**src/rtl/mmac_sequencer.sv**
```systemverilog
// Job-level controller for the matrix MAC lane: buffers two square operand matrices, sequences
// clear/enable over k for each output element and streams results out row-major.
module mmac_sequencer #(
  parameter int unsigned M_SIZE    = 4,
  parameter int unsigned VAR_WIDTH = 8,
  parameter int unsigned ACC_WIDTH = 2 * VAR_WIDTH + $clog2(M_SIZE)
) (
  input  logic                 clk_i,
  input  logic                 rst_i,
  input  logic                 start_i,
  input  logic                 abort_i,
  input  logic                 in_valid_i,
  output logic                 in_ready_o,
  input  logic [VAR_WIDTH-1:0] in_data_i,
  output logic                 mac_clear_o,
  output logic                 mac_enable_o,
  output logic [VAR_WIDTH-1:0] mac_a_o,
  output logic [VAR_WIDTH-1:0] mac_b_o,
  input  logic [ACC_WIDTH-1:0] mac_acc_i,
  output logic                 out_valid_o,
  input  logic                 out_ready_i,
  output logic [ACC_WIDTH-1:0] out_data_o,
  output logic                 out_last_o,
  output logic                 busy_o,
  output logic                 done_o
);

  localparam int unsigned IdxW  = (M_SIZE > 1) ? $clog2(M_SIZE) : 1;
  localparam int unsigned NElem = M_SIZE * M_SIZE;
  localparam int unsigned LdW   = $clog2(2 * NElem);

  localparam logic [IdxW-1:0] IdxMax = IdxW'(M_SIZE - 1);
  localparam logic [LdW-1:0]  LdLast = LdW'(2 * NElem - 1);

  typedef enum logic [2:0] {StIdle, StLoad, StClr, StMac, StCapt, StOut} state_e;

  state_e                state_q, state_d;
  logic [LdW-1:0]        ld_cnt_q, ld_cnt_d;
  logic [IdxW-1:0]       i_q, i_d, j_q, j_d, k_q, k_d;
  logic                  out_valid_q, out_valid_d;
  logic [ACC_WIDTH-1:0]  out_data_q, out_data_d;
  logic                  done_q, done_d;
  logic                  load_we;

  logic [VAR_WIDTH-1:0]  a_q [NElem];
  logic [VAR_WIDTH-1:0]  b_q [NElem];

  always_comb begin
    state_d      = state_q;
    ld_cnt_d     = ld_cnt_q;
    i_d          = i_q;
    j_d          = j_q;
    k_d          = k_q;
    out_valid_d  = out_valid_q;
    out_data_d   = out_data_q;
    done_d       = 1'b0;
    load_we      = 1'b0;

    in_ready_o   = (state_q == StLoad);
    mac_clear_o  = (state_q == StClr);
    mac_enable_o = (state_q == StMac);
    mac_a_o      = mac_enable_o ? a_q[{i_q, k_q}] : '0;
    mac_b_o      = mac_enable_o ? b_q[{k_q, j_q}] : '0;

    // Abort overrides everything, including a result handshake in the same cycle.
    if (abort_i) begin
      state_d     = StIdle;
      out_valid_d = 1'b0;
    end else begin
      unique case (state_q)
        StIdle: begin
          if (start_i) begin
            state_d  = StLoad;
            ld_cnt_d = '0;
          end
        end
        StLoad: begin
          if (in_valid_i) begin
            load_we  = 1'b1;
            ld_cnt_d = ld_cnt_q + 1'b1;
            if (ld_cnt_q == LdLast) begin
              state_d = StClr;
              i_d     = '0;
              j_d     = '0;
            end
          end
        end
        StClr: begin
          k_d     = '0;
          state_d = StMac;
        end
        StMac: begin
          k_d = k_q + 1'b1;
          if (k_q == IdxMax) state_d = StCapt;
        end
        StCapt: begin
          out_data_d  = mac_acc_i;
          out_valid_d = 1'b1;
          state_d     = StOut;
        end
        StOut: begin
          if (out_ready_i) begin
            out_valid_d = 1'b0;
            if (i_q == IdxMax && j_q == IdxMax) begin
              state_d = StIdle;
              done_d  = 1'b1;
            end else begin
              j_d = j_q + 1'b1;
              if (j_q == IdxMax) i_d = i_q + 1'b1;
              state_d = StClr;
            end
          end
        end
        default: state_d = StIdle;
      endcase
    end
  end

  always_ff @(posedge clk_i or posedge rst_i) begin
    if (rst_i) begin
      state_q     <= StIdle;
      ld_cnt_q    <= '0;
      i_q         <= '0;
      j_q         <= '0;
      k_q         <= '0;
      out_valid_q <= 1'b0;
      out_data_q  <= '0;
      done_q      <= 1'b0;
    end else begin
      state_q     <= state_d;
      ld_cnt_q    <= ld_cnt_d;
      i_q         <= i_d;
      j_q         <= j_d;
      k_q         <= k_d;
      out_valid_q <= out_valid_d;
      out_data_q  <= out_data_d;
      done_q      <= done_d;
    end
  end

  // Top bit of the load counter selects the B half of the stream.
  always_ff @(posedge clk_i or posedge rst_i) begin
    if (rst_i) begin
      for (int n = 0; n < NElem; n++) begin
        a_q[n] <= '0;
        b_q[n] <= '0;
      end
    end else if (load_we) begin
      if (ld_cnt_q[LdW-1]) b_q[ld_cnt_q[LdW-2:0]] <= in_data_i;
      else                 a_q[ld_cnt_q[LdW-2:0]] <= in_data_i;
    end
  end

  assign out_valid_o = out_valid_q;
  assign out_data_o  = out_data_q;
  assign out_last_o  = out_valid_q && (i_q == IdxMax) && (j_q == IdxMax);
  assign busy_o      = (state_q != StIdle);
  assign done_o      = done_q;

endmodule
```
**config.mk**
```make
export PLATFORM = sky130hd
export DESIGN_NAME = mmac_sequencer
export DESIGN_NICKNAME = d
export VERILOG_FILES = /design/src/rtl/mmac_sequencer.sv
export SDC_FILE = /design/constraint.sdc
export NUM_CORES = 1
export LEC_CHECK = 0
export ABC_AREA = 1
export BUFFER_PORTS_ARGS = -buffer_cell sky130_fd_sc_hd__buf_2
export CAP_MARGIN = 20
export CORE_ASPECT_RATIO = 0.7
export CORE_MARGIN = 8
export CORE_UTILIZATION = 40
export CTS_CLUSTER_DIAMETER = 120
export CTS_CLUSTER_SIZE = 12
export DETAILED_ROUTE_END_ITERATION = 7
export GPL_TIMING_DRIVEN = 0
export REMOVE_ABC_BUFFERS = 1
export SLEW_MARGIN = 20
export SYNTH_ARGS = -nofsm -noshare
export SYNTH_HDL_FRONTEND = slang
export SYNTH_SLANG_ARGS = --single-unit
export TNS_END_PERCENT = 50
```
**constraint.sdc**
```tcl
create_clock -name clk_i -period 12.3 [get_ports clk_i]
set_input_delay 1.23 -clock clk_i [delete_from_list [all_inputs] [get_ports clk_i]]
set_output_delay 1.23 -clock clk_i [all_outputs]
set_load 0.02 [all_outputs]
```
### Word-level counts from Yosys, hierarchy flattened

Index checks and enable logic that the tools add are counted.

| storage, ports and cells | value |
|---|---|
| register bits after elaboration | 290 |
| output and inout bits | 41 |
| bits of input ports | 32 |
| logic and storage cells | 135 |

| operators by class | value |
|---|---|
| equal/unequal tests | 20 |
| add/subtract/negate cells | 4 |
| reduce and logical (&&, ||, !) cells | 19 |
| $lt $le $gt $ge | 4 |
| bitwise gates (word level) | 5 |
| multiplexer cells | 43 |

Operators by type and width:

| cell | number |
|---|---|
| 128-bit bitwise mux | 2 |
| 8-bit binary-select mux with 4-bit select | 2 |
| 8-bit two-way mux | 7 |
| 8-bit demux with 4-bit select | 1 |
| 3-bit two-way mux | 6 |
| 3-bit one-hot mux with 6 select lines | 1 |
| 2-bit two-way mux | 8 |
| 5-bit greater-or-equal comparator (second input constant) | 3 |
| 4-bit inverter with 5-bit output | 3 |
| 2-bit one-hot mux with 2 select lines | 3 |
| 5-bit two-way mux | 2 |
| 2-bit != test (second input constant) | 5 |
| 5-bit one-hot mux with 2 select lines | 1 |
| 2-bit AND reduction | 5 |
| 1-bit two-way mux | 9 |
| 3-bit != test (second input constant) | 3 |
| 7-bit AND reduction | 1 |
| 2-bit by 1-bit adder with 2-bit output (second input constant) | 3 |
| 2-bit equality test (second input constant) | 3 |
| 3-bit by 2-bit equality test with 1-bit output (second input constant) | 2 |
| 3-bit equality test (second input constant) | 2 |
| 3-bit by 2-bit != test with 1-bit output (second input constant) | 2 |
| 6-bit AND reduction | 1 |
| 2-bit nonzero test | 3 |
| other kinds (12) | 17 |

### Logic depth before layout (Yosys ltp)

Gate-level depths: netlist of run 1.

| logic depth | value |
|---|---|
| depth after elaboration | 6 |
| gate-level depth with buffers | 10 |

### Worst setup path after synthesis of run 1

OpenSTA, ideal clock, no wires.

| path | value |
|---|---|
| path type | flip-flop to output port |
| from | reg j_q[0] |
| to | out mac_b_o[7] |
| path buffers | 2 |
| stages on the path, launching flop included | 10 |
| arrival time | 1.663 ns |
| path slack | 9.407 ns |
| cell sequence | dfrtp_1 -> inv_1 -> clkbuf_1 -> clkbuf_1 -> nand2_1 -> nand2_1 -> nand2_1 -> nand3_1 -> nand3_1 -> a21oi_1 |

| between the ends | value |
|---|---|
| longest elaborated chain between the ends | 5 |

Ends and longest elaborated chain:

| element | RTL line | RTL |
|---|---|---|
| start: declaration | 39 | `logic [IdxW-1:0] i_q, i_d, j_q, j_d, k_q, k_d;` |
| start signal: assignment | 133 | `j_q <= j_d;` |
| 4-bit inverter with 5-bit output (not written as such) | 63 | `mac_b_o = mac_enable_o ? b_q[{k_q, j_q}] : '0;` |
| 8-bit binary-select mux with 4-bit select | 63 |  |
| 8-bit two-way mux (not written as such) (2 in series) | 63 |  |
| 8-bit two-way mux | 63 |  |
| end: declaration | 18 | `output logic [VAR_WIDTH-1:0] mac_b_o,` |

No other way between the ends. The select of a mux whose other input is x is not followed.

### Worst setup path in the final report of run 1

| path | value |
|---|---|
| from | reg i_q[0] |
| to | out mac_a_o[4] |

| between the ends | value |
|---|---|
| longest elaborated chain between the ends | 5 |

Ends and longest elaborated chain:

| element | RTL line | RTL |
|---|---|---|
| start: declaration | 39 |  |
| start signal: assignment | 132 | `i_q <= i_d;` |
| 4-bit inverter with 5-bit output (not written as such) | 62 | `mac_a_o = mac_enable_o ? a_q[{i_q, k_q}] : '0;` |
| 8-bit binary-select mux with 4-bit select | 62 |  |
| 8-bit two-way mux (not written as such) (2 in series) | 62 |  |
| 8-bit two-way mux | 62 |  |
| end: declaration | 17 | `output logic [VAR_WIDTH-1:0] mac_a_o,` |

No other way between the ends. The select of a mux whose other input is x is not followed.

==> flow_summary.ini, run 1 <==
[status]
outcome = completed

[floorplan]
die_y_um = 174
start_util_pct = 40.8
die_w_um = 241
rows = 57
ioPinCount = 73
coreArea_mm2 = 0.0349
die_area_mm2 = 0.0420

[clock_network]
cts_tree = built
clk_latency_ns = 0.55
numCtsBuffers = 28
cts_buffer_depth = 3
ctsHoldBuffers = 0
post_cts_resized = 0
clk_pin_slew_worst_paths_ns = 0.06
post_cts_buffers = 0
cts_sinks = 290
h-tree-depth = 1
cts_root_buffer = clkbuf_16

[worst_setup_path]
critical-path-max-stage-delay_ns = 0.89
crit_required_ns = 11.07
path_cells = clkinv_1 -> nand3_1 -> nand3_1 -> a21oi_1 -> buf_2
cp.arrival_ns = 3.37
cp-start-kind = flop
path_class = flop to output pin
critPathMostFrequentCell = nand3_1
crit_slowest_cell = dfrtp_1
crit_fanout = 19
crit_buf_inv = 2
cp-end-kind = output pin
cp_top_family = buffers and inverters

[cells_and_area]
drive_above_1_share_pct = 10.1
insertedDiodeCount = 0
multi_input_area_mm2 = 0.00585
finalCoreUtilization_pct = 45.1
final_area_mm2 = 0.0157
fill_cells = 3459
synthToLayoutAreaGrowth_pct = 10.5
regArea_mm2 = 0.00727
final_nets = 1842

[timing]
period_share_pct = 37.4
final.setup.tns_ns = 0
finalSetupViolCount = 0
rsz0062_at_grt = false
max_freq_ghz = 0.217
tightest_slew_ns = 1.02
slew_headroom_pct = 31.8
skew_ns = 0.0175
maxSlewViolCount = 0
finalCriticalPeriod_ns = 4.60
whs_ns = 0.482
hold_violations = 0

[grt]
grt_usage_pct = 18.2
antenna_found_initial = 0
grt_pass1_vias = 10900
grt_start_max_net_pins = 103
grt_pass1_wl_um = 61900
grt.overflow.total = 0

[hold_path]
worstHoldPathType = flop to flop

[detailed_routing]
first_pass_iters = 5
drtIter0Drc = 1132
drcViolationCount = 0
detail-route-antenna-nets = 0
routedWlPerCell_um = 16.8
vias = 11600
viasPerCell = 5.11
wl_um = 38300

[power]
p_leak_nw = 7.35
peakVddDrop_mv = 0.111
total_power_mw = 2.53
power_density_mw_per_mm2 = 161

[synthesis]
syn_area_mm2 = 0.0142
syn_avg_cell_area_um2 = 7.88
ys_seq_area_share_pct = 51.0
ys_seq_elements = 290
synthDistinctLibCells = 27
syn_inst = 1805
yosysWarningCount = 0

[placement]
dpl.hpwl_um = 23200
placed_cell_area_mm2 = 0.0150
port_buffers = 72
gp_congestion = 0.821

[job]
maxCapViolCount = 0
-- worst min-delay path, delay by kind of cell (launching register included) --
family	cells	cell delay, ns
compound gates	1	0.05
flops	1	0.34
simple gates	1	0.05
-- cells by family (layout without fill, tap and decap cells) --
group | Yosys count | after routing | share of synthesized area (%)
AO/OA/AOI/OAI | 289 | 289 | 10.3
AND/OR/NAND/NOR | 917 | 917 | 28.7
adder cells (fa/ha/maj) | 8 | 8 | 0.703
flip-flops | 290 | 290 | 51.0
buffers and inverters | 282 | 282 | 7.91
multiplexers | 18 | 18 | 1.42
XOR/XNOR | 1 | 1 | 0.0615
-- path summary, 6_finish.rpt --
path	startpoint	endpoint	slack, ns	cells after the start
min in group asynchronous	rst_i	b_q[38]$_DFFE_PP0P_	0.65	2
setup / recovery	i_q[0]$_DFFE_PP0P_	mac_a_o[4]	7.70	5
hold / removal	a_q[87]$_DFFE_PP0P_	a_q[87]$_DFFE_PP0P_	0.48	2
setup reg to reg	state_q[1]$_DFFE_PP0P_	a_q[106]$_DFFE_PP0P_	9.62	7
max in group asynchronous	rst_i	a_q[126]$_DFFE_PP0P_	10.42	4
hold reg to reg	a_q[87]$_DFFE_PP0P_	a_q[87]$_DFFE_PP0P_	0.48	2
-- final cells by class --
cell class                 instances  area share, %
tap                              472           3.75
multi-input combinational       1233           37.2
inverter                         164           3.99
clock inverter                     1         0.0716
clock buffer                      32           4.68
timing repair buffer              85           4.13
sequential                       290           46.2
-- flip-flops by register name, summed over array words and instances, names as in the netlist --
signal       cells
i_q              2
a_q            128
out_data_o      18
b_q            128
j_q              2
done_o           1
k_q              2
out_valid_o      1
state_q          3
ld_cnt_q         5
-- per-stage QoR --
stage	setup WS [ns]	std cells
floorplan	3.06	1687
CTS	7.68	2276
global placement	-0.501	2231
finish	7.70	2277
detailed placement	8.29	2243
global route	7.51	2277
-- synthesized netlist by cell type --
master,instances,area (µm²)
a22o_1,2,17.5
inv_1,161,604
nand4_1,2,12.5
nand3b_1,2,15.0
ha_1,8,100
clkbuf_1,70,263
xnor2_1,1,8.76
o21ai_0,249,1250
nor2_1,28,105
a21oi_1,21,105
o21ai_1,15,75.1
buf_2,30,150
buf_6,3,33.8
nand3_1,175,876
inv_2,2,7.51
nand2_1,677,2540
a22oi_1,1,7.51
o31ai_1,1,7.51
clkinv_1,1,3.75
buf_1,13,48.8
nor3_4,1,16.3
mux2_2,18,203
nor3_1,2,10.0
dfrtp_1,290,7260
nand2_2,2,12.5
nand3_4,28,490
buf_4,2,15.0
-- metal layers --
| layer | wire length (µm) | global-route usage (%) | vias to the layer above |
|---|---|---|---|
| met1 | 19400 | 28.6 | 5535 |
| met5 | 0 | 0 | - |
| li1 | - | - | 5707 |
| met3 | 2710 | 3.41 | 53 |
| met2 | 15500 | 25.4 | 350 |
| met4 | 726 | 3.49 | 0 |
-- power by group --
| part | leakage, nW | total [mW] | internal, mW | switching (mW) |
|---|---|---|---|---|
| sequential | 4.01 | 1.12 | 1.04 | 0.0816 |
| clock | 0.367 | 0.771 | 0.417 | 0.354 |
| combinational | 2.97 | 0.640 | 0.204 | 0.435 |
| total | 7.35 | 2.53 | 1.66 | 0.871 |
-- cell usage in the layout, fill, tap and decap left out, drive strengths merged --
cell type	instances
buf	85
ha	8
xnor2	1
nand3	203
o21ai	264
clkbuf	32
a22o	2
nand2	679
dfrtp	290
a21oi	21
a22oi	1
inv	163
nand4	2
mux2	18
nor2	28
clkinv	2
nor3	3
o31ai	1
nand3b	2
Note: power is estimated with default switching activity, not from simulation.
==> run 2: changes to the inputs <==
==> constraint.sdc (replaced) <==
create_clock -name clk_i -period 4.1 [get_ports clk_i]
set_input_delay 0.41 -clock clk_i [delete_from_list [all_inputs] [get_ports clk_i]]
set_output_delay 0.41 -clock clk_i [all_outputs]
set_load 0.02 [all_outputs]
==> flow_summary.ini, run 2 (same netlist as run 1, synthesis figures left out) <==
[status]
outcome = completed

[placement]
placed_cell_area_mm2 = 0.0150
dpl.cell_count = 2243
pre_cts_slack_ns = 0.907
gp_congestion = 0.821
dpl.hpwl_um = 23200
port_buffers = 72

[timing]
finalSetupViolCount = 0
fin_ws_ns = 0.300
slew_headroom_pct = 31.3
whs_ns = 0.0784
maxSlewViolCount = 0
rsz0062_at_grt = false
final.setup.tns_ns = 0
max_freq_ghz = 0.263
period_share_pct = 92.7
hold_violations = 0
skew_ns = 0.0150
finalCriticalPeriod_ns = 3.80
tightest_slew_ns = 1.02

[floorplan]
coreArea_mm2 = 0.0349
die_area_mm2 = 0.0420
rows = 57
die_w_um = 241
die_y_um = 174
start_util_pct = 40.8
ioPinCount = 73

[job]
maxCapViolCount = 0

[detailed_routing]
vias = 11600
drcViolationCount = 0
detail-route-antenna-nets = 0
wl_um = 38300
routedWlPerCell_um = 16.8
first_pass_iters = 5
viasPerCell = 5.11
drtIter0Drc = 1165

[cells_and_area]
insertedDiodeCount = 0
final_area_mm2 = 0.0157
fill_cells = 3458
final_nets = 1843
finalCoreUtilization_pct = 45.1
final_common_cell = nand2_1
drive_above_1_share_pct = 10.1
layout_common_cells = nand2_1, dfrtp_1, o21ai_0, nand3_1, inv_1
synthToLayoutAreaGrowth_pct = 10.6
finalNonFillerCells = 2278

[clock_network]
cts_sinks = 290
cts_buffer_depth = 3
clk_pin_slew_worst_paths_ns = 0.06
cts_root_buffer = clkbuf_16
h-tree-depth = 1
post_cts_buffers = 0
numCtsBuffers = 28
clk_latency_ns = 0.55
cts_tree = built
post_cts_resized = 0
ctsHoldBuffers = 1

[grt]
antenna_found_initial = 0
grt.overflow.total = 0
grt_start_max_net_pins = 103
grt_pass1_vias = 10900
grt_usage_pct = 18.2
grt_pass1_wl_um = 61900

[worst_setup_path]
cp.arrival_ns = 3.39
cp-end-kind = output pin
crit_fanout = 19
crit_required_ns = 3.69
cp-start-kind = flop
path_class = flop to output pin

[power]
peakVddDrop_mv = 0.334
p_leak_nw = 7.35
total_power_mw = 7.58
power_density_mw_per_mm2 = 482

[hold_path]
worstHoldPathType = input port to flop
[run 2: changes by cell type in the layout (fill, tap and decap cells not counted), sizes merged]
cell	before	now
dlygate4sd3	0	1
[run 2: final timing paths]
| kind | cells after the start | from | endpoint | slack, ns |
|---|---|---|---|---|
| worst max register to register | 7 | state_q[1]$_DFFE_PP0P_ | a_q[106]$_DFFE_PP0P_ | 1.41 |
| worst max-delay path | 5 | i_q[0]$_DFFE_PP0P_ | mac_a_o[4] | 0.30 |
| worst min register to register | 2 | a_q[87]$_DFFE_PP0P_ | a_q[87]$_DFFE_PP0P_ | 0.48 |
| worst min-delay path | 2 | abort_i | state_q[1]$_DFFE_PP0P_ | 0.08 |
| max in group asynchronous | 5 | rst_i | a_q[110]$_DFFE_PP0P_ | 2.51 |
| min in group asynchronous | 3 | rst_i | b_q[38]$_DFFE_PP0P_ | 0.37 |
[run 2: area by class of cell]
cell class | instances | area [µm²] | share of cell area, %
sequential | 290 | 7270 | 46.2
multi-input combinational | 1233 | 5850 | 37.2
clock buffer | 32 | 737 | 4.68
timing repair buffer | 86 | 659 | 4.19
inverter | 164 | 628 | 3.99
tap | 472 | 591 | 3.75
clock inverter | 1 | 11.3 | 0.0715
[run 2: critical path: stages (launching register included)]
cell and delay, ns:
dfrtp_1 0.90, clkinv_1 0.89, nand3_1 0.37, nand3_1 0.23
a21oi_1 0.24, buf_2 0.20
[run 2: power by group]
part           internal (mW)  leakage, nW  total [mW]  switching [mW]
Clock                   1.25        0.367        2.31            1.06
Combinational          0.614         2.97        1.92            1.30
Sequential              3.11         4.01        3.36           0.245
[run 2: per-layer routing]
layer | routed length, µm | global-route usage (%)
met2 | 15600 | 25.4
met1 | 19000 | 28.6
met5 | 0 | 0
met3 | 2920 | 3.41
met4 | 743 | 3.49
==> run 3: changes to the inputs <==
--- a/config.mk
+++ b/config.mk
@@ -15,6 +15,7 @@
 export CTS_CLUSTER_SIZE = 12
 export DETAILED_ROUTE_END_ITERATION = 7
 export GPL_TIMING_DRIVEN = 0
+export PLACE_DENSITY = 0.55
 export REMOVE_ABC_BUFFERS = 1
 export SLEW_MARGIN = 20
 export SYNTH_ARGS = -nofsm -noshare
==> flow_summary.ini, run 3 (same netlist as run 1, synthesis figures left out) <==
[power]
p_leak_nw = 7.36
power_density_mw_per_mm2 = 483
peakVddDrop_mv = 0.318

[detailed_routing]
drtIter0Drc = 1012
wl_um = 38700
routedWlPerCell_um = 17.0
drcViolationCount = 0
viasPerCell = 5.04
vias = 11500
detail-route-antenna-nets = 0
first_pass_iters = 6

[grt]
grt_usage_pct = 18.5
grt_start_max_net_pins = 93
grt.overflow.total = 0
grt_pass1_vias = 11100
grt_pass1_wl_um = 62500
antenna_found_initial = 0

[cells_and_area]
final_nets = 1844
final_area_mm2 = 0.0158
synthToLayoutAreaGrowth_pct = 10.7
final_common_cell = nand2_1
drive_above_1_share_pct = 10.0
layout_common_cells = nand2_1, dfrtp_1, o21ai_0, nand3_1, inv_1
insertedDiodeCount = 0

[placement]
dpl.hpwl_um = 23600
port_buffers = 72
gp_congestion = 0.789
placed_cell_area_mm2 = 0.0150

[timing]
period_share_pct = 96.8
skew_ns = 0.0195
finalCriticalPeriod_ns = 3.97
max_freq_ghz = 0.252
tightest_slew_ns = 1.08
finalSetupViolCount = 0
slew_headroom_pct = 28.2
maxSlewViolCount = 0
whs_ns = 0.0801
hold_violations = 0
rsz0062_at_grt = false

[worst_setup_path]
cp-start-kind = flop
crit_required_ns = 3.69
crit_fanout = 19
path_class = flop to output pin
r2r-end = a_q[106]$_DFFE_PP0P_
critPathLaunch = i_q[0]$_DFFE_PP0P_
cp.arrival_ns = 3.56
reg2reg_slack_ns = 1.20
cp-end-kind = output pin
rr_startpoint = ld_cnt_q[4]$_DFFE_PP0P_
r2r_cells = 3

[floorplan]
die_y_um = 174
rows = 57
die_area_mm2 = 0.0420
ioPinCount = 73
start_util_pct = 40.8
die_w_um = 241
coreArea_mm2 = 0.0349

[clock_network]
cts_sinks = 290
clk_pin_slew_worst_paths_ns = 0.06
cts_buffer_depth = 3
numCtsBuffers = 28
post_cts_resized = 0
cts_tree = built
cts_root_buffer = clkbuf_16
h-tree-depth = 1
clk_latency_ns = 0.56

[hold_path]
min_path_cells = 2
hold_start = abort_i
holdPathEnd = state_q[1]$_DFFE_PP0P_
worstHoldPathType = input port to flop

[job]
maxCapViolCount = 0

[status]
outcome = completed
==> run 3: worst max path at each step <==
stage	endpoint	slack, ns	cells past startpoint
floorplan	a_q[0]$_DFFE_PP0P_	-4.32	1
global route	mac_a_o[1]	0.05	5
finish	mac_a_o[1]	0.13	5
detailed placement	mac_a_o[1]	0.76	5
global placement	a_q[74]$_DFFE_PP0P_	-8.05	2
CTS	mac_a_o[1]	0.16	5
==> run 3: critical path, cell delays in order, from the launching register on <==
cell	delay, ns
dfrtp_1	1.02
clkinv_1	0.94
nand3_1	0.30
nand3_1	0.16
a21oi_1	0.35
buf_2	0.24
==> run 3: metrics by stage <==
stage | TNS, ns | utilization (%) | power (mW) | worst slack [ns] | std cells
6_report | 0 | 45.2 | 7.61 | 0.130 | 2279
5_1_grt | 0 | 45.2 | 8.03 | 0.0457 | 2279
4_1_cts | 0 | 45.1 | 7.68 | 0.161 | 2278
3_5_place_dp | 0 | 43.0 | 5.33 | 0.756 | 2244
3_3_place_gp | -2377.92 | 42.1 | 5.23 | -8.05 | 2231
2_1_floorplan | -1251.56 | - | 4.54 | -4.32 | 1687
==> run 3: final cells by class <==
cell class	count	area, µm²
well taps	472	591
clock buffers	32	737
clock inverters	1	11.3
flip-flops and latches	290	7270
repair buffers	87	671
inverters	164	628
fillers	3454	19100
multi-input cells	1233	5850
==> run 3: where the power goes <==
group	internal (mW)	total (mW)	leakage, nW	switching [mW]
registers	3.11	3.36	4.01	0.245
logic	0.619	1.92	2.98	1.31
clock network	1.25	2.32	0.367	1.07
==> run 3: layer usage <==
metal | routed length, µm | global-route usage [%]
met1 | 19600 | 28.3
met2 | 15900 | 26.6
met3 | 2430 | 3.43
met4 | 745 | 4.11
met5 | 0 | 0
==> run 3: timing repair <==
| action | CTS | global route |
|---|---|---|
| hold buffers | 1 | 0 |
| setup buffers | 0 | 0 |
| hold endpoints to repair | 67 | 0 |
